File: src/rtl/store_buffer.sv
// ----------------------------------------------------------------------------
// store_buffer
//
// Purpose:
//   Accepts CPU store requests (sb/sh/sw), narrows each one to a word-aligned
//   address, lane-replicated write data and a 4-bit byte enable, then queues
//   it in a small FIFO. The FIFO drains to data memory over a req/ack
//   handshake. Misaligned stores, and stores of the reserved size, complete
//   their handshake but are not queued. Such a store raises err_misalign for
//   one cycle.
//
// Optional feature (compile-time macro STORE_MERGE_EN):
//   When the macro is defined, an aligned store to the same word as the tail
//   entry is merged into that entry instead of allocating a new one. The merge
//   only happens while the tail is not also the head (count >= 2). The new
//   bytes overwrite the old ones, and the byte enables are OR-ed together.
//
// Ports:
//   clk, reset                 rising-edge clock, synchronous active-high reset
//   st_valid/st_ready          store request handshake (st_ready = !full)
//   st_addr, st_data, st_size  byte address, right-aligned data, 00/01/10 size
//   mem_req/mem_ack            head entry valid / memory accepted head
//   mem_addr, mem_wdata, mem_be  head entry (word address, data, byte enables)
//   err_misalign               one-cycle pulse after a rejected store
//   count, empty               occupancy and empty flag
// ----------------------------------------------------------------------------
module store_buffer #(
    parameter int DEPTH = 4,
    parameter int CNT_W = $clog2(DEPTH) + 1
) (
    input  logic             clk,
    input  logic             reset,
    input  logic             st_valid,
    output logic             st_ready,
    input  logic [31:0]      st_addr,
    input  logic [31:0]      st_data,
    input  logic [1:0]       st_size,
    output logic             mem_req,
    input  logic             mem_ack,
    output logic [31:0]      mem_addr,
    output logic [31:0]      mem_wdata,
    output logic [3:0]       mem_be,
    output logic             err_misalign,
    output logic [CNT_W-1:0] count,
    output logic             empty
);

    localparam int AW = $clog2(DEPTH);

    // Entry storage. The read is asynchronous from the head pointer, so the
    // head fields are visible in the cycle right after the push.
    logic [29:0] addr_mem [DEPTH];
    logic [31:0] data_mem [DEPTH];
    logic [3:0]  be_mem   [DEPTH];

    logic [AW-1:0]    wr_ptr_reg, wr_ptr_next;
    logic [AW-1:0]    rd_ptr_reg, rd_ptr_next;
    logic [CNT_W-1:0] count_reg,  count_next;
    logic             err_reg,    err_next;

    logic        full;
    logic        accept;
    logic        push;
    logic        pop;
    logic        merge;
    logic        misalign;
    logic [31:0] new_wdata;
    logic [3:0]  new_be;

    assign full     = (count_reg == CNT_W'(DEPTH));
    assign st_ready = !full;
    assign empty    = (count_reg == '0);
    assign mem_req  = !empty;
    assign count    = count_reg;

    assign err_misalign = err_reg;
    assign mem_addr     = {addr_mem[rd_ptr_reg], 2'b00};
    assign mem_wdata    = data_mem[rd_ptr_reg];
    assign mem_be       = be_mem[rd_ptr_reg];

    // Narrow the store: replicate the data across every lane it could occupy,
    // then select the real lanes with the byte enable.
    always_comb begin
        new_wdata = st_data;
        new_be    = 4'b0000;
        misalign  = 1'b0;
        case (st_size)
            2'b00: begin
                new_wdata = {4{st_data[7:0]}};
                new_be    = 4'b0001 << st_addr[1:0];
            end
            2'b01: begin
                misalign  = st_addr[0];
                new_wdata = {2{st_data[15:0]}};
                new_be    = st_addr[1] ? 4'b1100 : 4'b0011;
            end
            2'b10: begin
                misalign  = (st_addr[1:0] != 2'b00);
                new_wdata = st_data;
                new_be    = 4'b1111;
            end
            default: begin
                misalign = 1'b1;
            end
        endcase
    end

    // A push while full never happens: st_ready is low when full, even if
    // the head is popped in the same cycle.
    assign accept = st_valid && !full;
    assign pop    = mem_req && mem_ack;

`ifdef STORE_MERGE_EN
    logic [AW-1:0] tail_ptr;
    logic [31:0]   merged_wdata;

    assign tail_ptr = wr_ptr_reg - 1'b1;

    // The rule count >= 2 keeps the head entry frozen while memory sees it.
    // When the head is popped in the same cycle, the tail is still a
    // different entry.
    assign merge = accept && !misalign && (count_reg >= CNT_W'(2))
                   && (addr_mem[tail_ptr] == st_addr[31:2]);

    genvar gi;
    generate
        for (gi = 0; gi < 4; gi++) begin : g_merge_lane
            assign merged_wdata[8*gi +: 8] = new_be[gi] ? new_wdata[8*gi +: 8]
                                                        : data_mem[tail_ptr][8*gi +: 8];
        end
    endgenerate
`else
    assign merge = 1'b0;
`endif

    assign push = accept && !misalign && !merge;

    always_comb begin
        wr_ptr_next = wr_ptr_reg;
        rd_ptr_next = rd_ptr_reg;
        count_next  = count_reg;
        err_next    = accept && misalign;
        if (push) begin
            wr_ptr_next = wr_ptr_reg + 1'b1;
        end
        if (pop) begin
            rd_ptr_next = rd_ptr_reg + 1'b1;
        end
        if (push && !pop) begin
            count_next = count_reg + 1'b1;
        end else if (!push && pop) begin
            count_next = count_reg - 1'b1;
        end
    end

    always_ff @(posedge clk) begin
        if (reset) begin
            wr_ptr_reg <= '0;
            rd_ptr_reg <= '0;
            count_reg  <= '0;
            err_reg    <= 1'b0;
        end else begin
            wr_ptr_reg <= wr_ptr_next;
            rd_ptr_reg <= rd_ptr_next;
            count_reg  <= count_next;
            err_reg    <= err_next;
        end
    end

    // The storage has no reset. After a reset the pointers and count make
    // any stale entries unreachable.
    always_ff @(posedge clk) begin
        if (push) begin
            addr_mem[wr_ptr_reg] <= st_addr[31:2];
            data_mem[wr_ptr_reg] <= new_wdata;
            be_mem[wr_ptr_reg]   <= new_be;
        end
`ifdef STORE_MERGE_EN
        if (merge) begin
            data_mem[tail_ptr] <= merged_wdata;
            be_mem[tail_ptr]   <= be_mem[tail_ptr] | new_be;
        end
`endif
    end

endmodule

File: config.mk
export PLATFORM = sky130hd
export DESIGN_NAME = store_buffer
export DESIGN_NICKNAME = d
export VERILOG_FILES = /design/src/rtl/store_buffer.sv
export SDC_FILE = /design/constraint.sdc
export NUM_CORES = 1
export LEC_CHECK = 0
export CORE_ASPECT_RATIO = 1.2
export CORE_MARGIN = 2
export CORE_UTILIZATION = 51
export CTS_BUF_LIST = sky130_fd_sc_hd__clkbuf_4
export CTS_CLUSTER_SIZE = 28
export DETAILED_ROUTE_END_ITERATION = 10
export PLACE_DENSITY = 0.78
export RECOVER_POWER = 25
export SLEW_MARGIN = 30
export SYNTH_ARGS = -nofsm -noshare
export SYNTH_HDL_FRONTEND = slang
export SYNTH_SLANG_ARGS = --single-unit
export TNS_END_PERCENT = 50
File: constraint.sdc
create_clock -name clk -period 3.4 [get_ports clk]
set_input_delay 0.68 -clock clk [delete_from_list [all_inputs] [get_ports clk]]
set_output_delay 0.68 -clock clk [all_outputs]
set_load 0.005 [all_outputs]
==> results <==
- The flow ran to the end, and the final reports show no timing, DRC or antenna violations.
- The buffers plus inverters on the worst setup path is 2.
- The warning count from the yosys run is 0.
- The number of rows created at floorplan is 57.
- The core region area is 20200 sq um.
- The slowest stage cell on the critical path is dfxtp_4.
- The worst setup path is launched from a flop.
- The congestion estimate from routability-driven global placement came to 0.817.
- The initial detailed-routing violation count is approximately 400.
- The clock tree from TritonCTS is done.
- Combinational logic is responsible for 23.2% of the overall power.
- In the routed design, unresolved DRC markers number 0.
- The via count of the first global-routing pass was roughly 5700.
- In the synthesized netlist, the number of instances is between 400 and 500.
- The routed design could run at a clock period as short as 3.23 ns.
- In the routed layout, each cell is associated on average with a via count of roughly 5.4.
- The final hold violation count is 0.
- The cell taking the most area after synthesis is edfxtp_1.
- The vertical die dimension is 161 microns.
- The routed design has 20800 microns of wire.
- The total clock buffers created by CTS is 66.
- After synthesis the cells add up to 10400 sq um.
- The internal power of the cells totals 6.61 mW.
- The number of resized instances in the post-cts repair step is 0.
- The first-pass iteration count of the detailed router is 4.
- Setup repair after global routing left no endpoint under its margin.
- The family with the most delay on the worst path is buffers and inverters.
- The hold buffer count at cts is 0.
- The clock latency on the worst-skew pair is between 0.6 and 0.7 ns.
- The horizontal die dimension is around 130 microns.
- The fraction of the core area covered by cells at the end of the flow is 65.5%.
- Of the total power, the share spent switching nets is 23.7%.
- Traced cell by cell, the critical path runs through buf_12, mux4_2, clkdlybuf4s50_1.
- The type of the most critical hold path is reg -> reg.
- The top register by number of flip-flops is data_mem.
- The average wire per standard cell is 21.5 microns.
- The number of nets with antenna violations after routing is 0.
- The count of buffers from port buffering is about 140.
- The cell leakage power is 4.36 nW.
- The number of antenna violations at the first check in global routing is 2.
- The final number of max-transition violations was 0.
- In this run the worst path has a maximum fanout of 37.
- The largest registers in the layout are data_mem: 128 flops, addr_mem: 120 flops, be_mem: 16 flops.
- The clock skew is 0.0357 ns.
- The maximum clock path buffer count is 3.
- The library cell used most frequently in the layout, excluding fill and tap cells, is edfxtp_1.
- The cell chosen for the clock root is clkbuf_4.
- The data arrival time of the worst path is 2.55 ns.
- The placed wire-length estimate after detailed placement is 13100 microns.
- The first global-routing pass estimated 31700 microns of wire.
- The number of buffers inserted by post-CTS setup repair is 0.
- The global-route congestion overflow total is 0.
- The final route contains 5291 vias.
- The remaining max-slew budget at the tightest pin is 61.9%.
- The total negative slack for setup checks is 0 ns.
- Of the cells placed in the final design, the portion with a size suffix greater than 1 is 30.8%.
- From synthesis to final layout, the design area changed by 26.6%.
- Clock-pin slew was measured on the worst setup and hold paths at 0.07 ns.
- The analysis attributes to net switching a power of between 2 and 2.5 mW.
- In this run the number of H-tree levels came out at 3.
- The number of inserted filler cells in the final layout is 1308.
- The relative contribution of the clock network to total power is 30.8%.
- The top cell type's share of synthesized area is 75.9%.
- The count of nets after finishing is 740.
- Timing would allow up to roughly 310 MHz.
- The number of ports placed on the die boundary is around 150.
- The worst stage delay on the critical path is 0.66 ns.
- At the pin with the least slew margin, the transition time is 0.566 ns.
- The die covers 21700 sq um.
- Setup violations remaining at the end of the flow were counted as 0.
- Entering global routing, the biggest net connects 38 pins.
- In this run the mean area of a mapped cell was roughly 23 sq um.
- The register with the most flip-flops in the layout has roughly 130 of them.
- Of the available clock period, the critical path in the final layout requires 95.0%.
- The number of synthesized register bits is 274.
- By area the synthesized netlist is led by edfxtp_1 76%, mux4_2 14%, dfxtp_1 1.9%.
- Max-cap violations in this run came to 0.
- Registers are responsible for a little under half of the overall power.
- CTS saw 274 sinks.
- The critical path is of the reg -> out type.
- The sequential area share after synthesis is 77.8%.
- VDD sags by at most around 380 uV.
- Yosys mapped the design onto 29 distinct sky130hd cell types.
- The starting density of the core is 51.8%.
- For this design the ratio of total power to cell area is 655 nW/um^2.
- The worst setup path is captured at an output pin.
- In the layout the commonest cells are 264 x edfxtp_1, 104 x clkdlybuf4s50_1, 101 x clkbuf_4, 66 x mux4_2, 38 x dlygate4sd3_1.
- At the worst endpoint, the required time is 2.72 ns.
- The total routing resource utilization after global routing is 19.9%.
==> cells by family after synthesis <==
kind of cell    after synthesis  share of synthesized area (%)
flops                       274                           77.8
mux                          95                           17.2
simple gates                 29                           1.39
buf+inv                      28                           1.34
compound gates               20                           1.07
fa+ha+maj                     6                          0.790
xor+xnor                      4                          0.335
other cells                   1                         0.0359
==> per-layer routing <==
metal	vias up	global-route usage, %	routed length, microns
li1	2353	-	-
met3	38	5.33	1270
met5	-	0	0
met4	0	8.47	573
met2	190	32.1	10700
met1	2710	25.6	8270
==> worst paths after layout <==
kind                              startpoint                     to  slack, ns  depth (start not counted)
setup reg to reg       count[0]$_SDFFE_PP0P_  count[2]$_SDFFE_PP0P_       1.04                          8
hold / removal    rd_ptr_reg[1]$_SDFFE_PP0P_                   flop       0.51                          2
hold reg to reg   rd_ptr_reg[1]$_SDFFE_PP0P_                   flop       0.51                          2
setup / recovery                        flop          mem_wdata[13]       0.17                          3
==> per-stage QoR <==
step                      cell area, sq um  cells  setup slack [ns]  hold slack, ns  power, mW
after floorplan                      10500    458            0.0183           0.482       5.02
after global placement               12300    855             0.334           0.493       6.02
after detailed placement             12300    855             0.272           0.508       6.06
after CTS                            13200    963            0.0197           0.518       8.75
after global routing                 13200    971            0.0798           0.553       9.08
final                                13200    971             0.170           0.513       8.66
==> worst min-delay path: cells and delay by family, from the launching register on <==
| family | cells | cell delay (ns) |
|---|---|---|
| xor+xnor | 1 | 0.07 |
| flops | 1 | 0.32 |
| simple gates | 1 | 0.10 |
==> final cells by class <==
cell class	instances	area (sq um)	area share, %
sequential	274	8140	61.5
multi-input combinational	156	2190	16.6
timing repair buffer	161	1700	12.9
clock buffer	101	758	5.73
tap	265	332	2.51
clock inverter	7	78.8	0.596
inverter	5	18.8	0.142
antenna	2	5.00	0.0379
==> power by group through the flow <==
stage / registers (mW) / logic (mW) / clock network (mW)
after floorplan: 4.00 / 1.02 / 0
after global placement: 4.08 / 1.94 / 0
after detailed placement: 4.10 / 1.96 / 0
after CTS: 4.02 / 1.98 / 2.75
after global routing: 4.00 / 2.15 / 2.94
final: 3.98 / 2.01 / 2.67
==> Yosys cell counts <==
master,number
ha_1,5
inv_1,5
fa_1,1
mux2_4,1
nor4_1,1
nand2_1,9
nor2_1,7
mux2_1,1
buf_2,10
mux4_2,66
o211a_2,1
and2_1,4
nor3_1,1
buf_4,6
nor2_2,1
mux2i_1,12
xor2_1,4
conb_1,1
dfxtp_1,10
nand2b_1,3
edfxtp_1,264
mux2_2,15
or3_1,2
o31ai_1,1
o21ai_0,11
or3b_4,1
clkbuf_1,7
a21oi_1,6
o311ai_0,1
Power figures use the tool's default switching activity.
